**config.mk**
```make
export PLATFORM = sky130hd
export DESIGN_NAME = mc_ctrl
export DESIGN_NICKNAME = d
export VERILOG_FILES = /design/src/rtl/mc_ctrl.sv
export SDC_FILE = /design/constraint.sdc
export NUM_CORES = 1
export LEC_CHECK = 0
export ABC_AREA = 0
export CORE_ASPECT_RATIO = 1.5
export CORE_MARGIN = 5
export CORE_UTILIZATION = 28
export DETAILED_ROUTE_END_ITERATION = 6
export PLACE_DENSITY = 0.61
export SLEW_MARGIN = 10
export SYNTH_ARGS = -nofsm -noshare
export SYNTH_HDL_FRONTEND = slang
export SYNTH_SLANG_ARGS = --single-unit
```
**constraint.sdc**
```tcl
create_clock -name clk -period 5 [get_ports clk]
set_clock_uncertainty 0.1 [all_clocks]
set_input_delay 1 -clock clk [delete_from_list [all_inputs] [get_ports clk]]
set_output_delay 1 -clock clk [all_outputs]
set_load 0.03 [all_outputs]
```
**src/rtl/mc_ctrl.sv**
```systemverilog
`default_nettype none
// ============================================================================
// Module   : mc_ctrl
// Desc     : Multi-cycle MIPS control sequencer with memory-handshake watchdog.
// Revision : 1.0 - initial release
// ============================================================================
module mc_ctrl #(
    parameter int TIMEOUT = 16,
    parameter int CNT_W   = 8
) (
    input  logic       clk,
    input  logic       reset,
    input  logic [5:0] opcode,
    input  logic [5:0] funct,
    input  logic       zero,
    input  logic       imem_ready,
    input  logic       dmem_ready,
    output logic       imem_req,
    output logic       ir_we,
    output logic       pc_we,
    output logic [1:0] pc_src,
    output logic       reg_we,
    output logic [1:0] reg_dst,
    output logic [1:0] wd_src,
    output logic       alu_src,
    output logic [2:0] alu_op,
    output logic [1:0] ext_op,
    output logic       dmem_req,
    output logic       dmem_we,
    output logic [2:0] state,
    output logic       illegal,
    output logic       timeout,
    output logic       retire
);

    typedef enum logic [2:0] {
        ST_IDLE   = 3'd0,
        ST_FETCH  = 3'd1,
        ST_DECODE = 3'd2,
        ST_EXEC   = 3'd3,
        ST_MEM    = 3'd4,
        ST_WB     = 3'd5
    } state_t;

    typedef enum logic [3:0] {
        K_ADDU = 4'd0,
        K_SUBU = 4'd1,
        K_NOP  = 4'd2,
        K_ORI  = 4'd3,
        K_LUI  = 4'd4,
        K_LW   = 4'd5,
        K_SW   = 4'd6,
        K_BEQ  = 4'd7,
        K_J    = 4'd8,
        K_JAL  = 4'd9,
        K_JR   = 4'd10,
        K_ILL  = 4'd11
    } kind_t;

    localparam logic [CNT_W-1:0] c_limit = CNT_W'(TIMEOUT - 1);

    state_t           r_state;
    state_t           w_next;
    logic [CNT_W-1:0] r_cnt;
    kind_t            w_kind;
    logic             w_wait;
    logic             w_tmo;
    logic             w_alu_src;
    logic [2:0]       w_alu_op;
    logic [1:0]       w_ext_op;

    assign state = r_state;

    always_ff @(posedge clk or negedge reset) begin
        if (!reset) begin
            r_state <= ST_IDLE;
            r_cnt   <= '0;
        end else begin
            r_state <= w_next;
            if ((w_next != r_state) || w_tmo) begin
                r_cnt <= '0;
            end else if (w_wait) begin
                r_cnt <= r_cnt + CNT_W'(1);
            end
        end
    end

    always_comb begin
        w_kind = K_ILL;
        case (opcode)
            6'h00: begin
                case (funct)
                    6'h21:   w_kind = K_ADDU;
                    6'h23:   w_kind = K_SUBU;
                    6'h00:   w_kind = K_NOP;
                    6'h08:   w_kind = K_JR;
                    default: w_kind = K_ILL;
                endcase
            end
            6'h02:   w_kind = K_J;
            6'h03:   w_kind = K_JAL;
            6'h04:   w_kind = K_BEQ;
            6'h0d:   w_kind = K_ORI;
            6'h0f:   w_kind = K_LUI;
            6'h23:   w_kind = K_LW;
            6'h2b:   w_kind = K_SW;
            default: w_kind = K_ILL;
        endcase
    end

    // ALU setup is reused in MEM and WB so address and result stay stable.
    always_comb begin
        w_alu_src = 1'b0;
        w_alu_op  = 3'd0;
        w_ext_op  = 2'd0;
        case (w_kind)
            K_SUBU, K_BEQ: w_alu_op = 3'd1;
            K_ORI: begin
                w_alu_op  = 3'd2;
                w_alu_src = 1'b1;
            end
            K_LUI: begin
                w_alu_op  = 3'd3;
                w_alu_src = 1'b1;
                w_ext_op  = 2'd2;
            end
            K_LW, K_SW: begin
                w_alu_src = 1'b1;
                w_ext_op  = 2'd1;
            end
            default: begin
                w_alu_src = 1'b0;
                w_alu_op  = 3'd0;
                w_ext_op  = 2'd0;
            end
        endcase
    end

    always_comb begin
        w_next   = r_state;
        w_wait   = 1'b0;
        w_tmo    = 1'b0;
        imem_req = 1'b0;
        ir_we    = 1'b0;
        pc_we    = 1'b0;
        pc_src   = 2'd0;
        reg_we   = 1'b0;
        reg_dst  = 2'd0;
        wd_src   = 2'd0;
        alu_src  = 1'b0;
        alu_op   = 3'd0;
        ext_op   = 2'd0;
        dmem_req = 1'b0;
        dmem_we  = 1'b0;
        illegal  = 1'b0;
        timeout  = 1'b0;
        retire   = 1'b0;

        case (r_state)
            ST_IDLE: w_next = ST_FETCH;

            ST_FETCH: begin
                imem_req = 1'b1;
                if (imem_ready) begin
                    ir_we  = 1'b1;
                    pc_we  = 1'b1;
                    w_next = ST_DECODE;
                end else if (r_cnt >= c_limit) begin
                    w_tmo   = 1'b1;
                    timeout = 1'b1;
                end else begin
                    w_wait = 1'b1;
                end
            end

            ST_DECODE: begin
                case (w_kind)
                    K_J, K_JAL: begin
                        pc_we  = 1'b1;
                        pc_src = 2'd2;
                        retire = 1'b1;
                        w_next = ST_FETCH;
                        if (w_kind == K_JAL) begin
                            reg_we  = 1'b1;
                            reg_dst = 2'd2;
                            wd_src  = 2'd2;
                        end
                    end
                    K_JR: begin
                        pc_we  = 1'b1;
                        pc_src = 2'd3;
                        retire = 1'b1;
                        w_next = ST_FETCH;
                    end
                    K_ILL: begin
                        illegal = 1'b1;
                        w_next  = ST_FETCH;
                    end
                    default: w_next = ST_EXEC;
                endcase
            end

            ST_EXEC: begin
                alu_src = w_alu_src;
                alu_op  = w_alu_op;
                ext_op  = w_ext_op;
                case (w_kind)
                    K_ADDU, K_SUBU, K_NOP, K_ORI, K_LUI: w_next = ST_WB;
                    K_LW, K_SW: w_next = ST_MEM;
                    K_BEQ: begin
                        retire = 1'b1;
                        w_next = ST_FETCH;
                        if (zero) begin
                            pc_we  = 1'b1;
                            pc_src = 2'd1;
                        end
                    end
                    default: w_next = ST_FETCH;
                endcase
            end

            ST_MEM: begin
                alu_src  = w_alu_src;
                alu_op   = w_alu_op;
                ext_op   = w_ext_op;
                dmem_req = 1'b1;
                dmem_we  = (w_kind == K_SW);
                if (dmem_ready) begin
                    if (w_kind == K_SW) begin
                        retire = 1'b1;
                        w_next = ST_FETCH;
                    end else begin
                        w_next = ST_WB;
                    end
                end else if (r_cnt >= c_limit) begin
                    w_tmo   = 1'b1;
                    timeout = 1'b1;
                    w_next  = ST_FETCH;
                end else begin
                    w_wait = 1'b1;
                end
            end

            ST_WB: begin
                alu_src = w_alu_src;
                alu_op  = w_alu_op;
                ext_op  = w_ext_op;
                reg_we  = (w_kind != K_NOP);
                retire  = 1'b1;
                w_next  = ST_FETCH;
                if ((w_kind == K_ADDU) || (w_kind == K_SUBU) || (w_kind == K_NOP)) begin
                    reg_dst = 2'd1;
                end
                if (w_kind == K_LW) begin
                    wd_src = 2'd1;
                end
            end

            default: w_next = ST_IDLE;
        endcase
    end

endmodule
`default_nettype wire

```
==> results_dict.tcl <==
set metrics [dict create \
    synthDistinctLibCells 61 \
    multiInputGateArea_um2 940 \
    tns_ns 0 \
    synthFlopType "dfrtp_1" \
    via_per_inst 5.57 \
    root_buffer "clkbuf_8" \
    fill_cells 478 \
    antenna_found_initial 0 \
    synth_area_per_cell_um2 7.98 \
    finalSetupViolations 0 \
    cts-buffers-inserted 3 \
    timing.final.crit_period_ns 4.79 \
    final_util 0.389 \
    combPwrFrac 0.526 \
    diodes 0 \
    grt_start_max_net_pins 17 \
    synth_warnings 0 \
    setup_slack_ns 0.212 \
    die_y_um 93.5 \
    cp_max_fo 9 \
    via_count 1364 \
    synth-edff-count 0 \
    cts.sinks 11 \
    clk_latency_ns 0.23 \
    drc 0 \
    cts_buffer_depth 2 \
    core-area_um2 4500 \
    die_x_um 65.6 \
    routed_wl_um 3610 \
    drt.antenna.violating_nets 0 \
    synth-async-reset-ratio 1.00 \
    critical_path.startpoint_type "primary input" \
    maxCapViolCount 0 \
    dieArea_um2 6130 \
    slew_viol_final 0 \
    end_kind "output pin" \
    pre_cts_slack_ns 0.180 \
    initial_utilization 0.289 \
    firstDrtPassIters 4 \
    switchingPower_mw 0.193 \
    cts_tree "done" \
    worst_pin_slew_ns 0.712 \
    period_share 0.958 \
    fin_area_um2 1750 \
    grt_pass1_vias 1391 \
    register_area_um2 275 \
    postCtsHoldBufs 0 \
    status "finished, final reports clean" \
    syn_area_um2 1300 \
    fmax_ghz 0.209 \
    p_sw_frac 0.437 \
    slew_headroom 0.524 \
    synth.net_count 184 \
    io_pins 41 \
    ys_seq_area_frac 0.212 \
    layout.nets 219 \
    synth_top_area_cell "dfrtp_1" \
    rsz0062_at_grt "false" \
    dp_hpwl_um 2940 \
    grt_pass1_wl_um 6260 \
    fin_cells 245 \
    areaGrowthSynthToFinish_pct 34.6 \
    syn_inst 163 \
    synthTopCellsByArea "dfrtp_1 21%, nand2_1 5.2%, ha_1 3.8%" \
    cts.reportedPaths.clkPinSlew_ns 0.05 \
    routabilityCongestion 0.832 \
    hold_viol 0 \
    final_cell_mix "38 x clkdlybuf4s50_1, 18 x nand2_1, 12 x nor2_1, 11 x dfrtp_1, 9 x a21oi_1" \
    cp.arrival_ns 3.69 \
    grt-ovfl-total 0 \
    cellPowerDensity_nw_per_um2 253 \
    post_drt_wl_per_cell_um 14.7 \
    drt_iter0_markers 77 \
    io_buffers 39 \
    critical_path_class "in2out" \
    r2r_slack_ns 2.94 \
    cp_data_required_time_ns 3.90 \
    postPlaceCellArea_um2 1700 \
    p_leak_nw 0.622 \
    fp-row-count 30 \
    min_path_type "reg2reg" \
    p_seq_frac 0.273 \
    placed_cells 241 \
    irDropWorstVdd_mv 0.123 \
    grt_usage 0.123 \
    clkPwrFrac 0.201 \
    drive_gt1_frac 0.127 \
    synth_top_area_share 0.212 \
    ys_ff_latch 11 \
    final_common_cell "clkdlybuf4s50_1" \
    internal_power_mw 0.249 \
    htreeDepth 1 \
]
[per-layer routing]
layer	track usage	wire length, um	share of wire
met1	0.135	1440	0.40
met2	0.244	2050	0.57
met3	0.0132	103	0.029
met4	0.0260	17	0.0047
met5	0	0	0
[cell families after synthesis]
logic type	Yosys count	synth area share
AOI/OAI and AO/OA	47	0.301
and+or+nand+nor	80	0.358
xor gates and xnor gates	3	0.0202
DFF	11	0.212
buffers and inverters	17	0.0674
adders and majority gates	4	0.0385
other	1	0.00288
[synth_stat cells, types with 2 or more instances]
cell type,instances
buf_4,3
or2_2,2
or4_4,2
a21oi_1,9
a22oi_1,2
o22ai_1,2
ha_1,4
and3b_1,3
inv_1,6
nor2_1,13
nor4_1,2
o21ai_0,7
xnor2_1,2
clkbuf_1,3
a31oi_1,2
nor4_2,2
a211oi_1,3
buf_2,4
nand3_1,7
nor3_1,6
and2_1,2
nand3b_1,2
nand2_1,18
o221ai_2,2
nor2b_1,3
dfrtp_1,11
a2111oi_2,2
nor3b_1,6
[power by group through the flow]
stage               combinational, mW  clock [mW]  sequential [mW]
global placement                0.235           0            0.123
CTS                             0.234      0.0917            0.121
detailed placement              0.234           0            0.122
finish                          0.233      0.0889            0.121
floorplan                       0.148           0            0.124
global route                    0.254      0.0973            0.124
[metrics by stage]
step	hold slack (ns)	power (mW)
finish	0.452	0.443
global placement	0.432	0.358
floorplan	0.417	0.273
detailed placement	0.449	0.356
global route	0.488	0.475
CTS	0.455	0.447
[critical path: stages]
cell             delay [ns]
clkdlybuf4s50_1        0.56
or4_4                  0.63
a221o_1                0.38
a2111oi_2              0.38
clkdlybuf4s50_1        0.73
[path summary, 6_finish.rpt]
| kind | cells past startpoint | startpoint | end |
|---|---|---|---|
| min in group asynchronous | 1 | reset | r_cnt[6] |
| max in group asynchronous | 1 | reset | r_cnt[0] |
| min reg2reg | 1 | r_cnt[7] | r_cnt[7] |
| max | 5 | opcode[0] | reg_dst[0] |
| min | 1 | r_cnt[7] | r_cnt[7] |
| max reg2reg | 4 | state[2] | r_cnt[7] |
[layout make-up]
| type | instances | area share |
|---|---|---|
| clock buffers | 4 | 0.0257 |
| multi-input cells | 135 | 0.537 |
| repair buffers | 41 | 0.233 |
| well taps | 48 | 0.0343 |
| inverters | 6 | 0.0129 |
| flip-flops and latches | 11 | 0.157 |
[flip-flops by register name (all words and copies together), names as in the netlist]
name and count:
state 3, r_cnt 8
[repair_timing]
item,4_1_cts,5_1_grt
gates resized for setup,0,2
setup buffers,0,0
endpoints found under the setup margin,0,2
No activity file was read; power rests on OpenSTA's default activity.
